[config.mk]
export PLATFORM = sky130hd
export DESIGN_NAME = pipeline_hazard_ctrl
export DESIGN_NICKNAME = d
export VERILOG_FILES = /design/src/rtl/pipeline_hazard_ctrl.sv
export SDC_FILE = /design/constraint.sdc
export NUM_CORES = 1
export LEC_CHECK = 0
export CAP_MARGIN = 15
export CORE_MARGIN = 3
export CORE_UTILIZATION = 38
export CTS_CLUSTER_SIZE = 30
export DETAILED_ROUTE_END_ITERATION = 10
export PLACE_DENSITY = 0.71
export SYNTH_ARGS = -nofsm -noshare
export SYNTH_HDL_FRONTEND = slang
export SYNTH_SLANG_ARGS = --single-unit
[constraint.sdc]
create_clock -name clock -period 3.4 [get_ports clock]
set_input_delay 0.68 -clock clock [delete_from_list [all_inputs] [get_ports clock]]
set_output_delay 0.68 -clock clock [all_outputs]
set_load 0.005 [all_outputs]
[src/rtl/pipeline_hazard_ctrl.sv]
// Stall/flush controller for an N-stage in-order pipeline: trap flush window,
// solo-instruction drain FSM and a sticky stall watchdog.
module pipeline_hazard_ctrl #(
    parameter int CORE              = 0,
    parameter int NUM_STAGES        = 7,
    parameter int SOLO_STAGE        = 2,
    parameter int TRAP_FLUSH_CYCLES = 2,
    parameter int WDOG_WIDTH        = 16,
    parameter int WDOG_LIMIT        = 1000
) (
    input  logic                  clock,
    input  logic                  reset,
    input  logic [NUM_STAGES-1:0] stall_req,
    input  logic [NUM_STAGES-1:0] flush_req,
    input  logic                  trap_req,
    input  logic                  solo_req,
    input  logic                  clog,
    input  logic [NUM_STAGES-1:0] stage_valid,
    output logic [NUM_STAGES-1:0] stall,
    output logic [NUM_STAGES-1:0] flush,
    output logic [1:0]            state,
    output logic                  stall_timeout
);

    localparam int TW = (TRAP_FLUSH_CYCLES > 1) ? $clog2(TRAP_FLUSH_CYCLES) : 1;

    typedef enum logic [1:0] {
        IDLE       = 2'd0,
        TRAP_FLUSH = 2'd1,
        SOLO_DRAIN = 2'd2,
        SOLO_PASS  = 2'd3
    } state_e;

    if (CORE < 0 || SOLO_STAGE < 0 || SOLO_STAGE >= NUM_STAGES - 1 || TRAP_FLUSH_CYCLES < 1)
    begin : g_param_check
        $error("pipeline_hazard_ctrl: illegal parameter combination");
    end

    state_e                  state_q, state_d;
    logic [TW-1:0]           trap_cnt_q, trap_cnt_d;
    logic [WDOG_WIDTH-1:0]   wdog_q, wdog_d;
    logic                    timeout_q, timeout_d;

    logic                    older_valid_c;
    logic                    solo_hold_c;
    logic                    trap_active_c;
    logic                    stall_acc;
    logic                    redir_acc;
    logic [NUM_STAGES-1:0]   base_stall;
    logic [NUM_STAGES-1:0]   base_flush;
    logic [NUM_STAGES-1:0]   redir_mask;

    // Any valid instruction older than the solo slot blocks it from issuing.
    always_comb begin
        older_valid_c = 1'b0;
        for (int j = 0; j < NUM_STAGES; j++) begin
            if (j > SOLO_STAGE) older_valid_c = older_valid_c | stage_valid[j];
        end
    end

    assign solo_hold_c   = older_valid_c &&
                           (state_q == SOLO_DRAIN || (state_q == IDLE && solo_req));
    assign trap_active_c = trap_req || (state_q == TRAP_FLUSH);

    always_ff @(posedge clock or posedge reset) begin
        if (reset) begin
            state_q    <= IDLE;
            trap_cnt_q <= '0;
            wdog_q     <= '0;
            timeout_q  <= 1'b0;
        end else begin
            state_q    <= state_d;
            trap_cnt_q <= trap_cnt_d;
            wdog_q     <= wdog_d;
            timeout_q  <= timeout_d;
        end
    end

    // Next state; a trap (re)loads the window and aborts any solo sequence.
    always_comb begin
        state_d    = state_q;
        trap_cnt_d = trap_cnt_q;
        if (trap_req) begin
            if (TRAP_FLUSH_CYCLES > 1) begin
                state_d    = TRAP_FLUSH;
                trap_cnt_d = TW'(TRAP_FLUSH_CYCLES - 1);
            end else begin
                state_d    = IDLE;
                trap_cnt_d = '0;
            end
        end else if (state_q == TRAP_FLUSH) begin
            trap_cnt_d = trap_cnt_q - TW'(1);
            if (trap_cnt_q == TW'(1)) state_d = IDLE;
        end else if (!clog) begin
            case (state_q)
                IDLE:       if (solo_req) state_d = older_valid_c ? SOLO_DRAIN : SOLO_PASS;
                SOLO_DRAIN: if (!older_valid_c) state_d = SOLO_PASS;
                SOLO_PASS:  state_d = IDLE;
                default:    state_d = IDLE;
            endcase
        end

        // Watchdog keeps running through clog so a frozen core is still caught.
        if (stall[0]) begin
            wdog_d = (wdog_q == WDOG_WIDTH'(WDOG_LIMIT)) ? wdog_q : wdog_q + WDOG_WIDTH'(1);
        end else begin
            wdog_d = '0;
        end
        timeout_d = timeout_q | (wdog_d == WDOG_WIDTH'(WDOG_LIMIT));
    end

    // Stall/flush vectors, combinational from requests and registered state.
    always_comb begin
        base_stall = '0;
        base_flush = '0;
        redir_mask = '0;
        stall_acc  = 1'b0;
        redir_acc  = 1'b0;
        for (int k = NUM_STAGES - 1; k >= 0; k--) begin
            stall_acc     = stall_acc | stall_req[k];
            base_stall[k] = stall_acc | (solo_hold_c && (k <= SOLO_STAGE));
        end
        for (int k = 0; k < NUM_STAGES - 1; k++) begin
            base_flush[k+1] = base_stall[k] & ~base_stall[k+1];
        end
        // A redirect only wins where its own stage is free to move.
        for (int k = NUM_STAGES - 1; k >= 0; k--) begin
            redir_acc     = redir_acc | (flush_req[k] & ~base_stall[k]);
            redir_mask[k] = redir_acc;
        end

        if (reset) begin
            stall = '0;
            flush = '0;
        end else if (trap_active_c) begin
            stall = '0;
            flush = '1;
        end else if (clog) begin
            stall = '1;
            flush = '0;
        end else begin
            stall = base_stall & ~redir_mask;
            flush = base_flush | redir_mask;
        end
    end

    assign state         = state_q;
    assign stall_timeout = timeout_q;

endmodule

==> results.yml <==
clocking:
  cts_sinks: 20
  clk_pin_slew_ns: 0.07
  htree_levels: 1
  ctsLongestPathBuffers: 2
  worstSkewPairLatency_ns: 0.25
  cts_root_buffer: "clkbuf_8"
  numCtsBuffers: 3
  cts_tree: "built"
  cts_hold_buf: 0
critical_path:
  cp.required_ns: 2.72
  crit_arrival_ns: 2.66
  cp_cell_sequence: "clkdlybuf4s50_1, or4_4, a211oi_4, buf_4, o21ai_1, a21o_1, a21oi_1, dlygate4sd2_1"
  cp_max_fo: 3
  cp-start-kind: "primary input"
  end_kind: "output port"
  worstPathBufferInverterCount: 3
  cp_top_family: "buffers and inverters"
  path_class: "in2out"
  max_stage_delay_ns: 0.55
  cp_slowest_cell: "or4_4"
sta:
  slew_viol_final: 0
  max_freq_ghz: 0.300
  relSlewSlack_pct: 59.7
  max_slew.worst_pin.slew_ns: 0.599
  finalClockSkew_ns: 0.00748
  rsz0062_at_grt: "no"
  report.final.setup_viol: 0
  min_period_ns: 3.34
  final_hold_viol_count: 0
  fin_crit_sh_pct: 98.2
grt:
  overflow: 0
  track_usage_pct: 17.4
  antenna_found_initial: 0
  grt_pass1_wl_um: 6250
  grt_max_degree: 21
  first_global_vias: 1413
placement:
  post-dp-hpwl_um: 2890
  io_buffers: 39
  gp_congestion: 0.821
synth:
  yosys.cell_types.count: 42
  syn_avg_cell_area_um2: 7.89
  synth_top_cell_by_area: "dfrtp_1"
  synthArstFlopShare_pct: 100
  synth_top_cell_area_share_pct: 33.8
  synthCells: 188
  synthFlopType: "dfrtp_1"
  syn_nets: 216
  synthTopCellsByArea: "dfrtp_1, nor2_1, xnor2_1"
  ys_warn_count: 0
  synth_edf_count: 0
  syn_area_um2: 1480
  yosysSeqAreaShare_pct: 33.8
  synth-seq-cells: 20
die:
  dieArea_um2: 4690
  die_h_um: 68.5
  die_w_um: 68.5
  row_count: 22
  start_util_pct: 39.9
  core_area_um2: 3720
  io_pins: 43
route:
  wl_per_cell_um: 12.9
  vias: 1503
  drtPass1Iterations: 4
  drc: 0
  via_per_inst: 5.27
  wirelength_um: 3680
  first_iter_violations: 83
  ant_nets: 0
min_path:
  hp-class: "reg2reg"
final_layout:
  area_delta_synth_final_pct: 38.6
  utilization_pct: 55.3
  final_common_cell: "nor2_1"
  diodes: 0
  final_cell_mix: "nor2_1, clkdlybuf4s50_1, dfrtp_1"
  nets: 267
  drive_gt1_share_pct: 12.2
pwr:
  cellPowerDensity_nw_per_um2: 256
  sw_frac_of_total_pct: 25.1
  pwr-share-comb_pct: 24.5
  internal_power_uw: 394
  switching_power_uw: 132
  power_uw: 526
  leakage_uw: 0.000852
  worst_ir_drop_vdd_mv: 0.177
  clkPwrFrac_pct: 28.3
  p_seq_share_pct: 47.2
flow_run:
  max_cap_viol_count: 0
status:
  status: "finished, final reports clean"
## synth_stat cells, types with 2 or more instances
cell type  count
a21o_1         4
nor4_1         3
nor3_1         3
nand2_1       12
buf_2          2
and3_1         4
nand2b_1       4
a21oi_1       19
xor2_1         6
clkbuf_1       4
or2_2          2
nand4_1        2
ha_1           2
dfrtp_1       20
or4_1          6
o21ai_0       11
or3_1          2
nor2b_1        3
xnor2_1       12
nand3_1        3
nor2_1        33
inv_1         11
## routing by layer
metal / part of all wire (%) / global-route usage (%)
met5: 0 / 0
met1: 46 / 23.3
met3: 4.3 / 4.43
met4: 0.87 / 3.23
met2: 49 / 28.1
## worst paths after layout
path | to | cells past startpoint | from | slack (ns)
setup / recovery | flush[2] | 8 | stage_valid[6] | 0.06
hold / removal | stall_timeout | 2 | stall_timeout | 0.46
setup reg to reg | stall_timeout | 5 | wdog_q[10] | 0.71
hold reg to reg | stall_timeout | 2 | stall_timeout | 0.46
max in group asynchronous | wdog_q[13] | 3 | reset | 2.12
min in group asynchronous | wdog_q[5] | 3 | reset | 1.06
## sequential cells by signal (all words and copies together), names as in the netlist
register,flops
stall_timeout,1
state,2
trap_cnt_q,1
wdog_q,16
## worst min-delay path, delay by kind of cell, from the launching register on
kind	cells	cell delay (ns)
AOI/OAI and AO/OA	1	0.04
buffers and inverters	1	0.05
DFF	1	0.35
## area by class of cell
class,count,area (um^2)
fill,358,1660
timing repair buffer,53,479
tap,48,60.1
sequential,20,500
multi-input combinational,150,932
clock buffer,3,41.3
inverter,11,41.3
## cell families after synthesis
family	Yosys count	share of synthesized area, %
AO/OA/AOI/OAI	47	20.3
multiplexers	1	0.675
XOR/XNOR	18	10.6
adder cells (fa/ha/maj)	2	1.69
buffers and inverters	18	4.81
AND/OR/NAND/NOR	82	28.1
flip-flops	20	33.8
## metrics by stage
stage	hold WS (ns)	std cells	TNS, ns	cell area (um^2)	setup slack (ns)
global route	0.510	285	0	2050	0.00188
CTS	0.473	285	0	2060	0.00638
finish	0.463	285	0	2050	0.0621
floorplan	0.456	188	0	1480	0.572
global placement	0.454	281	-1.29	2000	-0.258
detailed placement	0.456	281	-1.29	2000	-0.278
## power by group through the flow
stage	clock network (uW)	registers (uW)	logic, uW
after floorplan	0	252	52.6
final	149	248	129
after global routing	164	249	142
after detailed placement	0	253	131
after CTS	154	248	131
after global placement	0	253	132
## what timing repair did
item	in CTS	in global routing
pin swaps	3	1
resized for setup	13	5
setup endpoints to repair	7	3
buffers inserted	1	0
Note: power is estimated with default switching activity, not from simulation.
